--- src/rtl/period_meter.sv ---
// period_meter: measures period and high time of a slow asynchronous square wave in clk cycles
module period_meter #(
    parameter int W       = 32,
    parameter int TIMEOUT = 100000000
) (
    input  logic         clk,
    input  logic         rst,
    input  logic         sig_in,
    input  logic         meas_en,
    output logic [W-1:0] period,
    output logic [W-1:0] high_time,
    output logic         valid,
    input  logic         ready,
    output logic         overrun,
    output logic         timeout,
    input  logic         clr_flags
);
    typedef enum logic [1:0] {IDLE, ARM, MEAS} state_t;

    localparam logic [W-1:0] ONE    = {{(W-1){1'b0}}, 1'b1};
    localparam logic [W-1:0] TO_LIM = W'(TIMEOUT - 1);

    state_t         state_q, state_d;
    logic           s1_q, s2_q, sd_q;
    logic [W-1:0]   cnt_q, cnt_d, hcnt_q, hcnt_d, idle_q, idle_d;
    logic [W-1:0]   period_q, period_d, high_q, high_d;
    logic           hrun_q, hrun_d, valid_q, valid_d, ovr_q, ovr_d, to_q, to_d;
    logic           rise, fall, active, to_hit, res, load;
    logic [W-1:0]   idle_inc;

    assign rise     = s2_q & ~sd_q;
    assign fall     = ~s2_q & sd_q;
    assign active   = meas_en && state_q != IDLE;
    assign idle_inc = idle_q + ONE;
    assign to_hit   = active && !rise && idle_inc >= TO_LIM;
    assign res      = active && state_q == MEAS && rise;
    assign load     = res && (!valid_q || ready);

    assign period    = period_q;
    assign high_time = high_q;
    assign valid     = valid_q;
    assign overrun   = ovr_q;
    assign timeout   = to_q;

    // Next state and counters: a rise restarts the period, the idle counter guards against a dead input
    always_comb begin
        state_d = state_q;
        cnt_d   = cnt_q;
        hcnt_d  = hcnt_q;
        hrun_d  = hrun_q;
        idle_d  = idle_q;
        if (!meas_en) begin
            state_d = IDLE;
            cnt_d   = '0;
            hcnt_d  = '0;
            hrun_d  = 1'b0;
            idle_d  = '0;
        end else if (state_q == IDLE) begin
            state_d = ARM;
        end else if (rise) begin
            state_d = MEAS;
            cnt_d   = ONE;
            hcnt_d  = '0;
            hrun_d  = 1'b1;
            idle_d  = ONE;
        end else if (to_hit) begin
            state_d = ARM;
            cnt_d   = '0;
            hcnt_d  = '0;
            hrun_d  = 1'b0;
            idle_d  = '0;
        end else begin
            idle_d = idle_inc;
            if (state_q == MEAS) begin
                cnt_d  = cnt_q + ONE;
                hcnt_d = hrun_q ? hcnt_q + ONE : hcnt_q;
                hrun_d = hrun_q & ~fall;
            end
        end
    end

    // Result register: a result arriving while the old one is still unaccepted is dropped
    always_comb begin
        period_d = load ? cnt_q : period_q;
        high_d   = load ? hcnt_q : high_q;
        valid_d  = load || (valid_q && !ready);
        ovr_d    = (res && valid_q && !ready) || (ovr_q && !clr_flags);
        to_d     = to_hit || (to_q && !clr_flags);
    end

    // Synchronizer, edge register, FSM, counters and result state
    always_ff @(posedge clk or negedge rst) begin
        if (!rst) begin
            s1_q     <= 1'b0;
            s2_q     <= 1'b0;
            sd_q     <= 1'b0;
            state_q  <= IDLE;
            cnt_q    <= '0;
            hcnt_q   <= '0;
            hrun_q   <= 1'b0;
            idle_q   <= '0;
            period_q <= '0;
            high_q   <= '0;
            valid_q  <= 1'b0;
            ovr_q    <= 1'b0;
            to_q     <= 1'b0;
        end else begin
            s1_q     <= sig_in;
            s2_q     <= s1_q;
            sd_q     <= s2_q;
            state_q  <= state_d;
            cnt_q    <= cnt_d;
            hcnt_q   <= hcnt_d;
            hrun_q   <= hrun_d;
            idle_q   <= idle_d;
            period_q <= period_d;
            high_q   <= high_d;
            valid_q  <= valid_d;
            ovr_q    <= ovr_d;
            to_q     <= to_d;
        end
    end
endmodule

--- config.mk ---
export PLATFORM = sky130hd
export DESIGN_NAME = period_meter
export DESIGN_NICKNAME = d
export VERILOG_FILES = /design/src/rtl/period_meter.sv
export SDC_FILE = /design/constraint.sdc
export NUM_CORES = 1
export LEC_CHECK = 0
export CAP_MARGIN = 20
export CORE_UTILIZATION = 60
export CTS_BUF_LIST = sky130_fd_sc_hd__clkbuf_4
export CTS_CLUSTER_SIZE = 30
export DETAILED_ROUTE_END_ITERATION = 10
export PLACE_DENSITY = 0.86
export REMOVE_ABC_BUFFERS = 1
export SYNTH_ARGS = -nofsm -noshare
export SYNTH_HDL_FRONTEND = slang
export SYNTH_SLANG_ARGS = --single-unit
--- constraint.sdc ---
create_clock -name clk -period 4.6 [get_ports clk]
set_input_delay 0.69 -clock clk [delete_from_list [all_inputs] [get_ports clk]]
set_output_delay 0.69 -clock clk [all_outputs]
set_load 0.1 [all_outputs]
Word-level counts from Yosys, hierarchy flattened
Index checks and enable logic that the tools add are counted.

word-level totals
  register bits after elaboration = 169
  input bits = 6
  output and inout port bits = 67
  logic and storage cells = 75

operators by class
  add/sub/neg operators = 3
  order comparisons = 1
  eq/ne operators = 5
  mux-type cells = 24
  bitwise gates (word level) = 6
  reduce and logical (&&, ||, !) cells = 23

operators with widths
  operator               number
  $mux 32                15
  $add 32x1->32 const B  3
  $ge 32x27->1 const B   1
  $ne 4x1->1 const B     3
  $logic_and 1x1->1      11
  $mux 2                 4
  $mux 1                 5
  $logic_not 1->1        4
  $logic_or 1x1->1       4
  $and 1x1->1            3
  $not 1->1              3
  $reduce_and 3->1       1
  $eq 2x2->1 const B     1
  $logic_not 2->1        1
  $ne 2x2->1 const B     1
  $reduce_and 2->1       1
  $reduce_bool 2->1      1

Longest topological paths before layout
Gate-level depths: netlist (run 1).

  word-level depth = 9
  depth in mapped cells = 14

Worst setup path before layout (run 1)
Ideal clock, no wire load.

  path kind = register to register
  start point = register idle_q[1]
  end point = register hcnt_q[15]
  library setup time = 0.077 ns
  arrival time = 3.224 ns
  required time = 4.523 ns
  slack = 1.299 ns
  stages on the path, launching flop included = 14
  cell sequence = dfrtp_1 -> ha_1 -> nand3_1 -> buf_4 -> nor3_4 -> nand4_1 -> or4b_1 -> a22oi_2 -> o211ai_2 -> buf_6 -> a2111o_1 -> buf_2 -> or3b_1 -> o21ai_1

on the way
  longest elaborated chain between the ends = 7
  elaborated cells between the ends (all ways) = 10
  those cells by class = add/sub: 1; order compare: 1; eq/ne: 2; mux: 4; reduce/logical: 2

ends and longest elaborated chain
  item                    RTL line  source
  from (decl)             25        logic [W-1:0] cnt_q, cnt_d, hcnt_q, hcnt_d, idle_q, idle_d;
  from (signal assigned)  115       idle_q <= idle_d;
  $add 32x1->32 *         34        assign idle_inc = idle_q + ONE;
  $ge 32x27->1 *          35        assign to_hit = active && !rise && idle_inc >= TO_LIM;
  $logic_and 1x1->1 *     35
  $mux 32                 66        end else if (to_hit) begin
  $mux 32                 60        end else if (rise) begin
  $mux 32                 58        end else if (state_q == IDLE) begin
  $mux 32                 52        if (!meas_en) begin
  to (signal assigned)    113       hcnt_q <= hcnt_d;
  to (decl)               25

Mark *: on every way between the ends. The rest lies on a longest branch, timed or not. The select of a mux whose other input is x is not followed.
A chain may end at the register's enable or synchronous reset.

Worst setup path after layout (run 1)
  start point = register idle_q[1]
  end point = register hcnt_q[30]

Same word-level chain as after synthesis.

==> out/results.txt, run 1 <==
Routability cong.: 0.883
Tmin final: 4010 ps
Crit path cell chain: ha_1 > nand3_1 > buf_4 > nor3_4 > nand4_1 > or4b_1 > a22oi_2 > o211ai_2 > a2111o_1 > or4_1 > o21ai_1
Peak Freq: 250 MHz
Count of final max-slew check failures: 0
Max cap viols: 0
Clk_skew: 23.8 ps
Register Area: 0.00423 mm²
Global-route total usage across every layer: 0.282
Wl on met1: 8.97 mm
Hold_buf cts: 0
Most used DFF post-synth: dfrtp_1
Top Layer Used: met4
Clk sinks: 169
Slowest cell on crit path: a2111o_1
Initial DRC count: 521
Peak VDD IR: 0.000202 V
Crit path max-delay family: simple AND/OR/NAND/NOR gates
Met2 WL: 9.15 mm
Met3 wire len: 822 µm
Path category of the worst min-delay check: input port to async pin
Setup CP Type: flop to flop
Fin crit share: 0.871
Final nets: 932
Final worst-path setup slack: 592 ps
Num rows: 43
H-tree levels: 4
Mean Syn Cell Area: 9.85 µm²
Setup Slack @ Placement: 664 ps
Initial core utilization: 0.614
Outcome: complete, no violations
Relative slew margins: 0.336
Total wire length: 19.2 mm
Yosys top cell area share: 0.496
CP Launch Type: flop
Ys Warns: 0
DRC viols: 0
Die H: 121 µm
Final Power: 2.61 mW
Mapped Area: 0.00852 mm²
Final setup vio count: 0
DP HPWL: 13.0 mm
Core area: 0.0139 mm²
# fillers: 1,045
Num ports: 73
Fin. Hold Viols: 0
Vias in the first global route: 6,622
Endpoint class of the critical path: flop
Post-synth top cells: dfrtp_1 (169), nand2_1 (93), mux2_2 (64)
Worst-skew pair later-pin latency: 590 ps
Syn Inst Count: 865
I/O Buffers: 72
Register area share after synthesis: 0.496
Post-CTS Setup Bufs: 0
Initial antenna violation count: 0
CTS Buffer Depth: 2
Crit path max fanout: 27
Clock root cell: clkbuf_4
Vias per cell: 6.36
Worst-path clk slew: 140 ps
DR vias: 7,090
Register bit count reported by yosys: 169
PD cells: 268 mW/mm²
CTS tree: built
DIE AREA: 0.0147 mm²
Ys async rst share: 1.00
Maximum number of pins on one net before global-route repair: 108
Util after Layout: 0.700
Congestion Overflow GR: 0
Layout area overhead: 14.0%
ANT cells: 0
Multi-input gate area: 0.00405 mm²
Synth unique cells: 65
Worst endpoint data arrival time: 4530 ps
Req. time, crit path: 5120 ps
# resized after CTS: 0
Share of layout cells above drive strength 1: 0.139
Slew @ Worst Pin: 992 ps
Yosys top cell by area: dfrtp_1
Die span in x: 121 µm
Top-count cell post-synth: dfrtp_1
Initial DRT Pass Iterations: 5
Global-route wire length before repair: 32.7 mm
Largest stage delay, worst path: 790 ps
Area contributors post-synth: dfrtp_1 (50%), mux2_2 (8.5%), nand2_1 (4.1%)
Number of flops mapped to enable cells by yosys: 0
R2R Setup Slk: 590 ps
TritonCTS buffer count: 17
Drt wl/cell: 17.2 µm
Worst path bufs/invs: 1
Antenna viol nets, final: 0
RSZ-0062 raised after global routing: no
Lkg Pwr: 4.10 nW
[metal layers]
layer	vias to the layer above	global-route usage
met4	0	0.0949
met5	-	0
met1	3538	0.400
met3	26	0.0475
met2	210	0.442
li1	3316	-
[area by class of cell]
| type | count | area share |
|---|---|---|
| clock buffer | 20 | 0.0154 |
| clock inverter | 12 | 0.0169 |
| inverter | 15 | 0.00579 |
| multi-input combinational | 632 | 0.416 |
| sequential | 169 | 0.435 |
| tap | 180 | 0.0232 |
| timing repair buffer | 87 | 0.0872 |
[cell usage in the layout (no fill, tap or decap), types with 6 or more instances in the layout]
master / synthesis / routed
o21ai_0: 52 / 52
nand4_1: 20 / 20
dfrtp_1: 169 / 169
nor2_1: 37 / 37
or3_1: 20 / 20
nand3_1: 44 / 44
mux2_2: 64 / 64
or4_1: 6 / 6
xor2_1: 8 / 8
clkdlybuf4s50_1: 0 / 71
nand2b_1: 18 / 18
inv_1: 15 / 15
nor3_1: 15 / 15
o21ai_1: 25 / 25
and2_1: 9 / 9
nor4_1: 8 / 8
or2_2: 6 / 6
and3_1: 25 / 25
clkbuf_4: 0 / 20
a21oi_1: 42 / 42
nand2_1: 93 / 93
a31oi_1: 46 / 46
or3b_1: 6 / 6
buf_4: 2 / 14
xnor2_1: 6 / 6
[sequential cells by signal, summed over array words and instances, names as in the netlist]
signal	count
overrun	1
hcnt_q	32
hrun_q	1
period	32
idle_q	32
s2_q	1
timeout	1
high_time	32
state_q	2
cnt_q	32
s1_q	1
sd_q	1
valid	1
[where the power goes]
group,internal [mW],switching (mW)
Sequential,1.50,0.0170
Combinational,0.0425,0.122
Clock,0.402,0.528
Total,1.94,0.667
[metrics by stage]
stage	hold WS [ps]	cell area (µm²)	setup TNS [ps]	instances
floorplan	331	8310	-7880	816
global placement	361	9410	0	1083
detailed placement	358	9410	0	1083
CTS	221	9720	0	1115
global route	242	9720	0	1115
finish	190	9720	0	1115
[cell families (layout without fill, tap and decap cells)]
| group | Yosys count | count (layout) | synth area share |
|---|---|---|---|
| simple gates | 332 | 332 | 0.207 |
| compound gates | 214 | 214 | 0.155 |
| flops | 169 | 169 | 0.496 |
| mux | 68 | 68 | 0.0892 |
| buf+inv | 64 | 134 | 0.0323 |
| xor+xnor | 14 | 14 | 0.0144 |
| fa+ha+maj | 4 | 4 | 0.00587 |
[worst paths after layout]
check,startpoint,to,cells past startpoint
max,idle_q[1],hcnt_q[30],11
min,rst,period[17],1
max reg2reg,idle_q[1],hcnt_q[30],11
min reg2reg,s1_q,s2_q,0
max in group asynchronous,rst,period[30],2
min in group clk,s1_q,s2_q,0
(Power assumes the default switching activity.)
==> run 2: changes to the inputs <==
CORE_MARGIN = 2   (was not set)
==> out/results.txt, run 2 (synthesis results as in run 1) <==
CTS tree: built
Initial antenna violation count: 1
Clock root cell: clkbuf_4
Fin. Hold Viols: 0
Commonest cells after routing, fill and taps aside: dfrtp_1 (169), nand2_1 (93), clkdlybuf4s50_1 (71), mux2_2 (64), o21ai_0 (52)
Num rows: 43
Initial DRT Pass Iterations: 5
Hold_sp: s1_q
Worst-skew pair later-pin latency: 580 ps
Setup CP Type: flop to flop
Vias in the first global route: 6,710
DP HPWL: 13.3 mm
Clk_skew: 19.5 ps
Req. time, crit path: 5120 ps
Final Power: 2.57 mW
Outcome: complete, no violations
I/O Buffers: 72
DIE AREA: 0.0152 mm²
Congestion Overflow GR: 0
Worst endpoint data arrival time: 4530 ps
Clk sinks: 169
CP Launch Type: flop
Die H: 123 µm
PD cells: 264 mW/mm²
Fin crit share: 0.872
Final Hold Slack: 391 ps
H-tree levels: 4
Worst-path clk slew: 150 ps
Layout area overhead: 14.4%
Non-Filler Instances: 1,119
DR vias: 7,092
Lkg Pwr: 4.12 nW
Cell Area, Placed: 0.00941 mm²
Die span in x: 123 µm
Count of final max-slew check failures: 0
Maximum number of pins on one net before global-route repair: 115
Relative slew margins: 0.327
Most common cell after layout, fill and taps aside: dfrtp_1
RSZ-0062 raised after global routing: no
Endpoint class of the critical path: flop
Final setup vio count: 0
CTS Buffer Depth: 2
Final nets: 935
Core area: 0.0139 mm²
DRC viols: 0
Num ports: 73
Placed Instances: 1,084
Vias per cell: 6.34
Initial core utilization: 0.614
TritonCTS buffer count: 17
Initial DRC count: 789
Tmin final: 4010 ps
Fin area: 0.00975 mm²
Path category of the worst min-delay check: flop to flop
Drt wl/cell: 17.4 µm
Global-route wire length before repair: 32.6 mm
Max cap viols: 0
Routability cong.: 0.906
Crit path max fanout: 27
Setup TNS: 0 ps
Share of layout cells above drive strength 1: 0.138
FF-to-FF Start: idle_q[1]
Slew @ Worst Pin: 1010 ps
# fillers: 1,019
Total wire length: 19.5 mm
Peak VDD IR: 0.000159 V
Post-CTS Setup Bufs: 0
Peak Freq: 249 MHz
Crit. Startpoint: idle_q[1]
Antenna viol nets, final: 0
Global-route total usage across every layer: 0.268
-- run 2: cell types whose count changed in the layout (fill, tap and decap cells not counted), sizes merged --
cell | before | now
clkinvlp | 3 | 1
clkbuf | 20 | 17
dlygate4sd3 | 0 | 1
inv | 18 | 21
clkinv | 3 | 6
diode | 0 | 1
buf | 16 | 18
bufinv | 3 | 2
-- run 2: critical path, stage by stage (launching register included) --
cell,delay [ps]
dfrtp_1,480
ha_1,270
nand3_1,90
buf_4,190
or3_1,450
nor2_1,300
a211oi_1,150
a311o_1,580
a2111o_1,800
or4_1,520
o21ai_1,100
-- run 2: per-layer routing --
layer,GRT usage,share of wire,vias to the layer above
met4,0.0895,0.019,0
li1,-,-,3319
met2,0.425,0.47,245
met5,0,0,-
met3,0.0387,0.053,42
met1,0.382,0.46,3486
-- run 2: final timing paths --
check / end / slack, ps / depth (start not counted)
max in group asynchronous: high_time[13] / 2950 / 4
min: s2_q / 390 / 0
max: hcnt_q[28] / 590 / 10
min reg2reg: s2_q / 390 / 0
max reg2reg: hcnt_q[28] / 590 / 10
min in group asynchronous: period[16] / 470 / 2
-- run 2: metrics by stage --
stage | util | worst slack [ps]
global route | 0.702 | 329
detailed placement | 0.678 | 689
global placement | 0.678 | 808
floorplan | - | -427
finish | 0.702 | 587
CTS | 0.699 | 641
-- run 2: repair_timing --
| item | in CTS | in global routing |
|---|---|---|
| hold buffers | 0 | 1 |
| gates resized for setup | 0 | 0 |
| hold endpoints to repair | 0 | 13 |
-- run 2: cell type report --
cell class                      instances  area (µm²)  share of cell area
Multi-Input combinational cell        632        4050               0.415
Sequential cell                       169        4230               0.434
Timing Repair Buffer                   90         892              0.0915
Antenna cell                            1        2.50            0.000257
Clock inverter                         15         168              0.0172
Clock buffer                           17         128              0.0131
Tap cell                              180         225              0.0231
Inverter                               15        56.3             0.00578
-- run 2: power by group --
group          switching (mW)  internal (mW)  leakage (nW)
registers              0.0177           1.50          2.35
clock network           0.552          0.335         0.155
logic                   0.121         0.0459          1.61
total                   0.691           1.88          4.12
==> run 3: changes to the inputs <==
CORE_UTILIZATION = 66   (was 60)
DONT_BUFFER_PORTS = 1   (was not set)
HOLD_SLACK_MARGIN = 0.06   (was not set)
SLEW_MARGIN = 25   (was not set)
==> out/results.txt, run 3 (synthesis results as in run 1) <==
Outcome: complete, no violations
Die span in x: 118 µm
TritonCTS buffer count: 17
Endpoint class of the critical path: flop
Final worst-path setup slack: 376 ps
Global-route total usage across every layer: 0.289
Die H: 118 µm
Peak VDD IR: 0.000249 V
Crit path cell chain: ha_1 > nand3_1 > nor3_4 > nand4_1 > or4b_1 > a22oi_2 > o211ai_2 > a2111o_1 > or4_1 > o21ai_1
Routability cong.: 0.969
Tmin final: 4220 ps
CTS tree: built
Setup TNS: 0 ps
CTS Buffer Depth: 2
Num ports: 73
Total wire length: 19.2 mm
DRC viols: 0
Layout area overhead: 4.84%
Vias in the first global route: 6,621
Fin. Hold Viols: 0
Max cap viols: 0
R2R cell count: 10
Clk sinks: 169
Worst-path clk slew: 140 ps
Count of final max-slew check failures: 0
Worst-skew pair later-pin latency: 570 ps
Final setup vio count: 0
Vias per cell: 6.61
Share of layout cells above drive strength 1: 0.143
I/O Buffers: 0
Lkg Pwr: 3.83 nW
CP Launch Type: flop
Initial DRC count: 683
Congestion Overflow GR: 0
Initial antenna violation count: 0
DP HPWL: 13.1 mm
Largest stage delay, worst path: 790 ps
Fin area: 0.00894 mm²
Maximum number of pins on one net before global-route repair: 170
Num rows: 41
Crit path max fanout: 27
Util after Layout: 0.708
ANT cells: 0
Setup CP Type: flop to flop
RSZ-0062 raised after global routing: no
H-tree levels: 4
Antenna viol nets, final: 0
DR vias: 6,812
Cell Area, Placed: 0.00864 mm²
Post-CTS Setup Bufs: 0
Initial core utilization: 0.675
Clock root cell: clkbuf_4
Initial DRT Pass Iterations: 5
Setup Slack @ Placement: 479 ps
Core area: 0.0126 mm²
Relative slew margins: 0.350
Fin crit share: 0.918
Slowest cell on crit path: a2111o_1
Worst endpoint data arrival time: 4720 ps
Path category of the worst min-delay check: input port to async pin
Final nets: 856
Peak Freq: 237 MHz
Slew @ Worst Pin: 975 ps
Clk_skew: 28.1 ps
DIE AREA: 0.0138 mm²
Most common cell after layout, fill and taps aside: dfrtp_1
Drt wl/cell: 18.6 µm
PD cells: 281 mW/mm²
Req. time, crit path: 5100 ps
Global-route wire length before repair: 32.7 mm
Commonest cells after routing, fill and taps aside: dfrtp_1 (169), nand2_1 (93), mux2_2 (64), o21ai_0 (52), a31oi_1 (46)
run 3: worst paths after layout:
| path | start | end | slack (ps) |
|---|---|---|---|
| max in group asynchronous | rst | idle_q[24] | 3830 |
| min | rst | period[28] | 120 |
| max reg2reg | idle_q[1] | hcnt_q[28] | 380 |
| min in group clk | sig_in | s1_q | 140 |
| max | idle_q[1] | hcnt_q[28] | 380 |
| min reg2reg | s1_q | s2_q | 380 |
run 3: repair_timing:
item	4_1_cts	5_1_grt
hold buffers	1	0
resized for setup	0	0
hold endpoints to repair	169	0
run 3: report_power, final:
group / total (mW) / switching, mW / internal (mW)
registers: 1.53 / 0.0295 / 1.50
logic: 0.143 / 0.104 / 0.0383
clock network: 0.845 / 0.521 / 0.324
total: 2.51 / 0.655 / 1.86
run 3: layer usage:
layer / part of all wire / track usage / vias to the layer above
met2: 0.47 / 0.452 / 287
li1: - / - / 3160
met5: 0 / 0 / -
met3: 0.073 / 0.0620 / 36
met1: 0.43 / 0.406 / 3329
met4: 0.018 / 0.0926 / 0
run 3: critical path, delay by kind of cell (launching register included):
kind | cells | cell delay [ps]
AND/OR/NAND/NOR | 5 | 2030
AO/OA/AOI/OAI | 4 | 1390
flip-flops | 1 | 460
adder cells (fa/ha/maj) | 1 | 280
run 3: cell type report:
class	count	area, µm²
Timing Repair Buffer	11	115
Clock buffer	17	128
Clock inverter	15	146
Inverter	15	56.3
Multi-Input combinational cell	632	4050
Sequential cell	169	4230
Tap cell	172	215
Fill cell	952	3680
run 3: stage by stage:
stage | hold WS, ps | std cells | power, mW
after floorplan | 331 | 816 | 1.62
after global placement | 363 | 998 | 1.66
after detailed placement | 354 | 998 | 1.67
after CTS | 116 | 1031 | 2.53
after global routing | 111 | 1031 | 2.61
final | 120 | 1031 | 2.51
